==> src/rtl/regfile_pkg.sv <==
// Shared types and constants for the register-file access controller.
// Register indices, the hard-wired zero register and the controller state encoding.
package regfile_pkg;

  localparam int XLEN_DEFAULT = 32;

  typedef logic [4:0] reg_addr_t;

  localparam reg_addr_t REG_ZERO = 5'd0;

  typedef enum logic [2:0] {
    IDLE,
    READ,
    OPS,
    WAIT_RES,
    WRITE,
    ERR
  } rfc_state_t;

endpackage

==> src/rtl/rf_rd_chan.sv <==
// One regfile read channel: issues the request, captures data on ack and tracks completion.
// A port that is not needed (unused or x0) completes immediately with a zero operand.
module rf_rd_chan
  import regfile_pkg::*;
#(
  parameter int XLEN = XLEN_DEFAULT
) (
  input  logic            clk,
  input  logic            reset,
  input  logic            start,
  input  logic            need,
  input  logic            abort,
  input  reg_addr_t       addr,
  output reg_addr_t       rd_addr,
  output logic            rd_addr_valid,
  input  logic [XLEN-1:0] rd_data,
  input  logic            rd_data_ack,
  output logic [XLEN-1:0] op,
  output logic            fin
);

  logic done;

  // Completion is visible in the ack cycle itself so both ports can finish together.
  assign fin = done | (rd_addr_valid & rd_data_ack);

  always_ff @(posedge clk) begin
    if (reset) begin
      rd_addr       <= REG_ZERO;
      rd_addr_valid <= 1'b0;
      done          <= 1'b0;
      op            <= '0;
    end else if (start) begin
      rd_addr       <= addr;
      rd_addr_valid <= need;
      done          <= !need;
      if (!need) op <= '0;
    end else if (abort) begin
      rd_addr_valid <= 1'b0;
    end else if (rd_addr_valid && rd_data_ack) begin
      op            <= rd_data;
      rd_addr_valid <= 1'b0;
      done          <= 1'b1;
    end
  end

endmodule

==> src/rtl/regfile_access_ctrl.sv <==
// Register-file access controller: fetches rs1/rs2, hands operands downstream,
// collects the result and writes it back to rd, with x0 semantics and an ack timeout.
module regfile_access_ctrl
  import regfile_pkg::*;
#(
  parameter int XLEN    = XLEN_DEFAULT,
  parameter int TIMEOUT = 16
) (
  input  logic            clk,
  input  logic            reset,
  input  logic            issue_valid,
  output logic            issue_ready,
  input  reg_addr_t       issue_rs1,
  input  reg_addr_t       issue_rs2,
  input  reg_addr_t       issue_rd,
  input  logic            issue_use_rs1,
  input  logic            issue_use_rs2,
  input  logic            issue_use_rd,
  output logic            op_valid,
  input  logic            op_ready,
  output logic [XLEN-1:0] op_a,
  output logic [XLEN-1:0] op_b,
  input  logic            res_valid,
  output logic            res_ready,
  input  logic [XLEN-1:0] res_data,
  output reg_addr_t       rd_addr_a,
  output reg_addr_t       rd_addr_b,
  output logic            rd_addr_a_valid,
  output logic            rd_addr_b_valid,
  input  logic [XLEN-1:0] rd_data_a,
  input  logic [XLEN-1:0] rd_data_b,
  input  logic            rd_data_a_ack,
  input  logic            rd_data_b_ack,
  output reg_addr_t       wr_addr,
  output logic [XLEN-1:0] wr_data,
  output logic            wr_data_valid,
  input  logic            wr_ack,
  output logic            err
);

  localparam int TW = $clog2(TIMEOUT + 1);
  localparam logic [TW-1:0] TMO_LAST = TW'(TIMEOUT - 1);

  rfc_state_t      state, state_n;
  logic [TW-1:0]   timer, timer_n;
  reg_addr_t       rd_lat;
  logic            use_rd_lat;
  logic            start, abort, fin_a, fin_b;
  logic            op_valid_n, res_ready_n, wr_data_valid_n, err_n;
  reg_addr_t       wr_addr_n;
  logic [XLEN-1:0] wr_data_n;

  // Stale acks from a just-dropped request must clear before a new one is accepted.
  assign issue_ready = (state == IDLE) && !(rd_data_a_ack || rd_data_b_ack || wr_ack);
  assign start       = issue_valid && issue_ready;

  rf_rd_chan #(.XLEN(XLEN)) u_chan_a (
    .clk(clk), .reset(reset), .start(start),
    .need(issue_use_rs1 && (issue_rs1 != REG_ZERO)), .abort(abort),
    .addr(issue_rs1), .rd_addr(rd_addr_a), .rd_addr_valid(rd_addr_a_valid),
    .rd_data(rd_data_a), .rd_data_ack(rd_data_a_ack), .op(op_a), .fin(fin_a)
  );

  rf_rd_chan #(.XLEN(XLEN)) u_chan_b (
    .clk(clk), .reset(reset), .start(start),
    .need(issue_use_rs2 && (issue_rs2 != REG_ZERO)), .abort(abort),
    .addr(issue_rs2), .rd_addr(rd_addr_b), .rd_addr_valid(rd_addr_b_valid),
    .rd_data(rd_data_b), .rd_data_ack(rd_data_b_ack), .op(op_b), .fin(fin_b)
  );

  always_ff @(posedge clk) begin
    if (reset) begin
      state         <= IDLE;
      timer         <= '0;
      op_valid      <= 1'b0;
      res_ready     <= 1'b0;
      wr_data_valid <= 1'b0;
      wr_addr       <= REG_ZERO;
      wr_data       <= '0;
      err           <= 1'b0;
      rd_lat        <= REG_ZERO;
      use_rd_lat    <= 1'b0;
    end else begin
      state         <= state_n;
      timer         <= timer_n;
      op_valid      <= op_valid_n;
      res_ready     <= res_ready_n;
      wr_data_valid <= wr_data_valid_n;
      wr_addr       <= wr_addr_n;
      wr_data       <= wr_data_n;
      err           <= err_n;
      if (start) begin
        rd_lat     <= issue_rd;
        use_rd_lat <= issue_use_rd;
      end
    end
  end

  always_comb begin
    state_n         = state;
    timer_n         = timer;
    op_valid_n      = op_valid;
    res_ready_n     = res_ready;
    wr_data_valid_n = wr_data_valid;
    wr_addr_n       = wr_addr;
    wr_data_n       = wr_data;
    err_n           = err;
    abort           = 1'b0;
    unique case (state)
      IDLE: begin
        if (start) begin
          state_n = READ;
          timer_n = '0;
        end
      end
      READ: begin
        if (fin_a && fin_b) begin
          state_n    = OPS;
          op_valid_n = 1'b1;
        end else if (timer == TMO_LAST) begin
          abort   = 1'b1;
          err_n   = 1'b1;
          state_n = ERR;
        end else begin
          timer_n = timer + 1'b1;
        end
      end
      OPS: begin
        if (op_ready) begin
          op_valid_n  = 1'b0;
          res_ready_n = 1'b1;
          state_n     = WAIT_RES;
        end
      end
      WAIT_RES: begin
        if (res_valid) begin
          res_ready_n = 1'b0;
          if (use_rd_lat && (rd_lat != REG_ZERO)) begin
            wr_addr_n       = rd_lat;
            wr_data_n       = res_data;
            wr_data_valid_n = 1'b1;
            timer_n         = '0;
            state_n         = WRITE;
          end else begin
            state_n = IDLE;
          end
        end
      end
      WRITE: begin
        if (wr_ack) begin
          wr_data_valid_n = 1'b0;
          state_n         = IDLE;
        end else if (timer == TMO_LAST) begin
          wr_data_valid_n = 1'b0;
          err_n           = 1'b1;
          state_n         = ERR;
        end else begin
          timer_n = timer + 1'b1;
        end
      end
      ERR: state_n = ERR;
      default: state_n = IDLE;
    endcase
  end

endmodule

==> config.mk <==
export PLATFORM = sky130hd
export DESIGN_NAME = regfile_access_ctrl
export DESIGN_NICKNAME = d
export VERILOG_FILES = /design/src/rtl/regfile_pkg.sv /design/src/rtl/rf_rd_chan.sv /design/src/rtl/regfile_access_ctrl.sv
export SDC_FILE = /design/constraint.sdc
export NUM_CORES = 1
export LEC_CHECK = 0
export ABC_AREA = 1
export CAP_MARGIN = 20
export CORE_AREA = 3 3 118 120
export CTS_BUF_LIST = sky130_fd_sc_hd__clkbuf_8
export DETAILED_ROUTE_END_ITERATION = 10
export DIE_AREA = 0 0 121 123
export GPL_TIMING_DRIVEN = 0
export PLACE_DENSITY = 0.79
export SYNTH_ARGS = -nofsm -noshare
export SYNTH_HDL_FRONTEND = slang
export SYNTH_SLANG_ARGS = --single-unit
==> constraint.sdc <==
create_clock -name clk -period 2.16 [get_ports clk]
set_input_delay 0.432 -clock clk [delete_from_list [all_inputs] [get_ports clk]]
set_output_delay 0.432 -clock clk [all_outputs]
set_load 0.03 [all_outputs]
==> impl_metrics.csv, run 1 <==
group,metric,value,unit
layout,final_area,8670,µm²
global_route,grt_overflow,0,
sta,tns,0,ns
run_status,status,"complete, no violations",
yosys,synth_area,5650,µm²
clocking,cts.sinks,133,
sta,clock.fmax,499,MHz
critical_path,r2r_end,"u_chan_a.op[26]",
critical_path,cp_max_fo,3,
yosys,ys_seq_elements,133,
layout,instances_no_fill,1262,
yosys,synth.distinct_cells,27,
floorplanning,fp.dieH,123,µm
sta,fin_crit_sh,92.8,%
hold_path,holdCritPathClass,"in -> reg",
critical_path,cp-end-kind,"output port",
clocking,h-tree-depth,4,
place,place_inst,1230,
place,post_dp_cell_area,8260,µm²
global_route,grt_max_degree,17,
yosys,yosysMostFrequentCell,"nor2_1",
sta,finalSetupViolCount,0,
global_route,grt_pass1_wl,26.7,mm
critical_path,r2r_start,"timer[0]",
yosys,synth_nets,941,
routing,vias_per_cell,4.75,
critical_path,regToRegSetupSlack,0.26,ns
routing,totalWireLength,17.1,mm
hold_path,worstHoldEndpoint,"state[2]",
sta,fin_worst_skew,0.00864,ns
critical_path,required,1.73,ns
sta,hold_violations,0,
yosys,synth_flop_cell,"dfxtp_1",
critical_path,startpoint_type,"input pin",
pwr,power_density,637,nW/µm²
layout,final_core_util,66.2,%
clocking,clk_path_buf_depth,2,
floorplanning,rows,42,
clocking,cts_root_buf,"clkbuf_8",
yosys,synth-edff-count,0,
yosys,syn_area_per_cell,6.93,µm²
floorplanning,start_util,43.2,%
critical_path,cp.arrival,1.57,ns
hold_path,hp-start,"reset",
pwr,internal_power,4.11,mW
clocking,clk_pin_slew,0.07,ns
yosys,syn_inst,816,
yosys,yosysSeqAreaShare,47.1,%
floorplanning,die_area,14900,µm²
floorplanning,core-area,13100,µm²
flow_run,cap_violations,0,
critical_path,path_class,"in -> out",
critical_path,slowest_stage,"clkdlybuf4s50_1",
layout,fin_nets,1198,
yosys,ys.warnings.count,0,
clocking,clock_latency,0.44,ns
hold_path,hold_depth,2,
pwr,pwr-share-seq,46.5,%
yosys,ys_top_cells_by_area,"dfxtp_1 47%, nor2_1 13%, nand2_1 10%",
place,port_buffers,238,
layout,n_antenna_cell,0,
sta,worst_pin_slew,0.537,ns
pwr,p_leak,3.57,nW
pwr,combPwrFrac,15.1,%
yosys,synth_top_area_cell,"dfxtp_1",
place,routabilityCongestion,0.827,
sta,relSlewSlack,64.2,%
global_route,grt_usage,22.6,%
clocking,cts_buffers,17,
routing,drcViolationCount,0,
critical_path,crit_chain,"clkdlybuf4s50_1 -> inv_1 -> nand3_1 -> nor2_4 -> buf_2",
routing,wire_per_inst,13.6,µm
yosys,synth_top_cell_area_share,47.1,%
sta,period_minus_slack,2.00,ns
yosys,netlist_top_cells_count,"194 x nor2_1, 156 x nand2_1, 133 x dfxtp_1",
pwr,power_switching,1.40,mW
floorplanning,fp.dieW,121,µm
sta,rsz0062_at_grt,"false",
critical_path,r2r_cells,12,
global_route,antenna_found_initial,0,
routing,drtIter0Drc,270,
clocking,cts_tree,"done",
sta,whs,0.372,ns
routing,firstDrtPassIters,6,
place,dp_hpwl,13.0,mm
clocking,post-cts-setup-buffers,0,
floorplanning,num_io_pins,240,
routing,dr_total_vias,5991,
layout,syn_to_final_growth,53.3,%
pwr,power.share.clock,38.4,%
pwr,ir_drop,0.421,mV
sta,slew_violations,0,
layout,drive_gt1_share,7.09,%
global_route,grt_pass1_vias,5498,
routing,ant_nets,0,
yosys,synthArstFlopShare,0,%
pwr,p_sw_share,25.4,%
critical_path,cpPeakStageDelay,0.44,ns
-- how the worst max path moves through the flow --
stage,startpoint,endpoint,depth (start not counted)
CTS,wr_ack,issue_ready,5
detailed placement,wr_ack,issue_ready,5
global route,state[0],u_chan_b.op[11],9
global placement,wr_ack,issue_ready,5
finish,wr_ack,issue_ready,5
floorplan,wr_ack,u_chan_b.op[0],9
-- logic make-up after synthesis --
kind of cell | share of synthesized area (%)
and+or+nand+nor | 33.6
buffers and inverters | 9.21
DFF | 47.1
adders and majority gates | 0.664
AOI/OAI and AO/OA | 9.41
-- sequential cells by signal, summed over array words and instances (netlist names) --
name / flops
rd_lat: 5
wr_data_valid: 1
wr_addr: 5
res_ready: 1
u_chan_a.done: 1
u_chan_b.rd_addr: 5
u_chan_b.rd_addr_valid: 1
u_chan_a.rd_addr: 5
op_valid: 1
u_chan_a.rd_addr_valid: 1
use_rd_lat: 1
u_chan_b.op: 32
timer: 5
err: 1
state: 3
u_chan_b.done: 1
wr_data: 32
u_chan_a.op: 32
-- worst max-delay path, delay by kind of cell --
kind                   cells  cell delay [ns]
and+or+nand+nor            2             0.35
buffers and inverters      3             0.77
-- layer usage --
metal | GRT usage [%] | share of wire, % | wire length (µm) | vias to the layer above
met5 | 0 | 0 | 0 | -
met4 | 9.42 | 3.0 | 510 | 0
met3 | 8.42 | 8.3 | 1420 | 39
met2 | 37.6 | 46 | 7940 | 205
met1 | 26.3 | 42 | 7260 | 2654
li1 | - | - | - | 3093
-- stage by stage --
stage / power, mW / setup WS, ns
floorplan: 3.03 / 0.467
global placement: 3.45 / -0.305
detailed placement: 3.46 / -0.321
CTS: 5.57 / 0.0501
global route: 5.74 / 0.0202
finish: 5.52 / 0.155
-- layout by cell type (no fill, tap or decap), drive strengths merged, types with 2 or more instances in the layout --
| cell | netlist | layout |
|---|---|---|
| ha | 3 | 3 |
| clkbuf | 25 | 44 |
| inv | 63 | 67 |
| or2 | 2 | 2 |
| clkinv | 1 | 6 |
| a21oi | 57 | 57 |
| nor3 | 2 | 2 |
| bufinv | 0 | 3 |
| o21ai | 46 | 46 |
| nand2 | 161 | 161 |
| nand4 | 3 | 3 |
| nor2 | 198 | 198 |
| buf | 27 | 28 |
| dfxtp | 133 | 133 |
| nand3 | 91 | 91 |
| clkdlybuf4s50 | 0 | 237 |
-- timing repair --
action,4_1_cts,5_1_grt
endpoints found under the setup margin,1,34
resized for setup,3,7
hold buffers,0,0
gates cloned,0,0
-- layout make-up --
class                      count  area [µm²]
clock buffer                  19         262
sequential                   133        2660
tap                          176         220
fill                        1160        4420
timing repair buffer         238        2380
buffer                        52         277
clock inverter                13         141
inverter                      64         244
multi-input combinational    567        2480
-- power by group through the flow --
| stage | clock, mW | sequential [mW] | combinational, mW |
|---|---|---|---|
| after floorplan | 0 | 2.74 | 0.285 |
| after global placement | 0 | 2.62 | 0.827 |
| after detailed placement | 0 | 2.62 | 0.834 |
| after CTS | 2.16 | 2.57 | 0.838 |
| after global routing | 2.26 | 2.58 | 0.906 |
| final | 2.12 | 2.57 | 0.832 |
(Power assumes the default switching activity.)
==> run 2: changes to the inputs <==
--- a/config.mk
+++ b/config.mk
@@ -7,12 +7,12 @@
 export LEC_CHECK = 0
 export ABC_AREA = 1
 export CAP_MARGIN = 20
-export CORE_AREA = 3 3 118 120
+export CORE_AREA = 3 3 114 116
 export CTS_BUF_LIST = sky130_fd_sc_hd__clkbuf_8
 export DETAILED_ROUTE_END_ITERATION = 10
-export DIE_AREA = 0 0 121 123
+export DIE_AREA = 0 0 117 119
 export GPL_TIMING_DRIVEN = 0
-export PLACE_DENSITY = 0.79
+export PLACE_DENSITY = 0.84
 export SYNTH_ARGS = -nofsm -noshare
 export SYNTH_HDL_FRONTEND = slang
 export SYNTH_SLANG_ARGS = --single-unit
==> constraint.sdc (replaced) <==
create_clock -name clk -period 2.5 [get_ports clk]
set_input_delay 0.5 -clock clk [delete_from_list [all_inputs] [get_ports clk]]
set_output_delay 0.5 -clock clk [all_outputs]
set_load 0.03 [all_outputs]
==> run 2 against run 1 <==
Effect of this change: cell count decreased by 2.3%; global-route usage is 2.0 points higher; sequential power shrank 14%; utilization increased by 5.6 points; highest routed layer unchanged.
==> impl_metrics.csv, run 2 (synthesized netlist as in run 1, its figures left out) <==
group,metric,value,unit
routing,dr_total_vias,5969,
critical_path,required,2.00,ns
floorplanning,fp.dieW,117,µm
sta,fin_worst_skew,0.0124,ns
place,port_buffers,238,
sta,relSlewSlack,64.3,%
sta,fin_crit_sh,94.5,%
sta,clock.fmax,423,MHz
hold_path,hp-start,"wr_data[11]",
routing,vias_per_cell,4.84,
clocking,cts.sinks,133,
clocking,cts_tree,"done",
clocking,clk_pin_slew,0.07,ns
critical_path,path_class,"in -> out",
place,place_inst,1201,
routing,firstDrtPassIters,5,
layout,n_antenna_cell,0,
floorplanning,num_io_pins,240,
place,post_dp_cell_area,8220,µm²
global_route,grt_overflow,0,
routing,totalWireLength,17.3,mm
routing,wire_per_inst,14.1,µm
floorplanning,rows,40,
clocking,hold_buffers,0,
sta,slew_violations,0,
critical_path,slowest_stage,"clkdlybuf4s50_1",
sta,worst_pin_slew,0.535,ns
critical_path,r2r_cells,12,
run_status,status,"complete, no violations",
clocking,h-tree-depth,4,
place,routabilityCongestion,0.857,
sta,period_minus_slack,2.36,ns
clocking,clk_path_buf_depth,2,
pwr,ir_drop,0.309,mV
sta,finalSetupViolCount,0,
layout,syn_to_final_growth,52.6,%
clocking,cts_root_buf,"clkbuf_8",
pwr,p_leak,3.56,nW
clocking,clock_latency,0.44,ns
pwr,power.total,4.80,mW
hold_path,holdCritPathClass,"reg -> reg",
layout,final_core_util,71.8,%
layout,final_area,8630,µm²
critical_path,cp_max_fo,3,
layout,fin_nets,1198,
clocking,post-cts-setup-buffers,0,
critical_path,cpPeakStageDelay,0.47,ns
flow_run,cap_violations,0,
layout,layout_commonest_cell,"clkdlybuf4s50_1",
routing,drtIter0Drc,369,
sta,rsz0062_at_grt,"false",
sta,setup_slack,0.137,ns
critical_path,cp.arrival,1.86,ns
floorplanning,fp.dieH,119,µm
layout,drive_gt1_share,6.72,%
critical_path,r2r_end,"u_chan_b.op[0]",
global_route,grt_usage,24.6,%
layout,reg.largest.list,"u_chan_a.op: 32 flops, u_chan_b.op: 32 flops, wr_data: 32 flops",
critical_path,startpoint_type,"input pin",
critical_path,r2r_start,"timer[0]",
hold_path,hold_depth,2,
hold_path,worstHoldEndpoint,"wr_data[11]",
place,dp_hpwl,13.1,mm
layout,layout_common_cells,"237 x clkdlybuf4s50_1, 194 x nor2_1, 156 x nand2_1",
critical_path,crit_chain,"clkdlybuf4s50_1 -> inv_1 -> nand3_1 -> nor2_4 -> dlygate4sd2_1",
critical_path,regToRegSetupSlack,0.52,ns
global_route,grt_pass1_wl,27.0,mm
floorplanning,core-area,12000,µm²
routing,ant_nets,0,
floorplanning,die_area,13900,µm²
sta,hold_violations,0,
global_route,grt_pass1_vias,5569,
pwr,power_density,556,nW/µm²
place,place_ws,-0.154,ns
global_route,antenna_found_initial,0,
routing,drcViolationCount,0,
clocking,cts_buffers,17,
floorplanning,start_util,47.1,%
layout,instances_no_fill,1233,
critical_path,cp-end-kind,"output port",
global_route,grt_max_degree,17,
-- run 2: timing repair --
action / in CTS / in global routing
gates resized for setup: 1 / 0
endpoints found under the setup margin: 1 / 0
endpoints found under the hold margin: 0 / 0
-- run 2: worst max-delay path by stage --
stage | to | slack [ns] | startpoint | cells after the start
final | issue_ready | 0.14 | wr_ack | 5
after CTS | issue_ready | 0.12 | wr_ack | 5
after floorplan | u_chan_b.op[0] | 0.74 | wr_ack | 9
after global routing | issue_ready | 0.05 | wr_ack | 5
after detailed placement | issue_ready | -0.15 | wr_ack | 5
after global placement | issue_ready | -0.15 | wr_ack | 5
-- run 2: critical path, delay by kind of cell --
family	cells	cell delay [ns]
buf+inv	3	1.06
simple gates	2	0.30
-- run 2: through the flow --
step                      setup TNS, ns  hold slack [ns]
after floorplan                       0            0.454
after global placement           -0.154            0.435
after detailed placement         -0.154            0.453
after CTS                             0            0.463
after global routing                  0            0.481
final                                 0            0.464
-- run 2: area by class of cell --
cell class	instances	area [µm²]
Tap cell	147	184
Clock inverter	14	161
Multi-Input combinational cell	567	2470
Buffer	52	277
Clock buffer	18	248
Sequential cell	133	2660
Timing Repair Buffer	238	2380
Fill cell	1009	3380
Inverter	64	244
-- run 2: where the power goes --
group,internal (mW),switching [mW]
Clock,1.00,0.854
Sequential,2.18,0.0356
Combinational,0.354,0.367
-- run 2: metal layers --
layer / vias up / global-route usage (%) / routed length (µm)
met4: 0 / 9.68 / 444
li1: 3092 / - / -
met1: 2606 / 28.0 / 6920
met3: 33 / 9.10 / 1710
met2: 238 / 41.3 / 8270
met5: - / 0 / 0
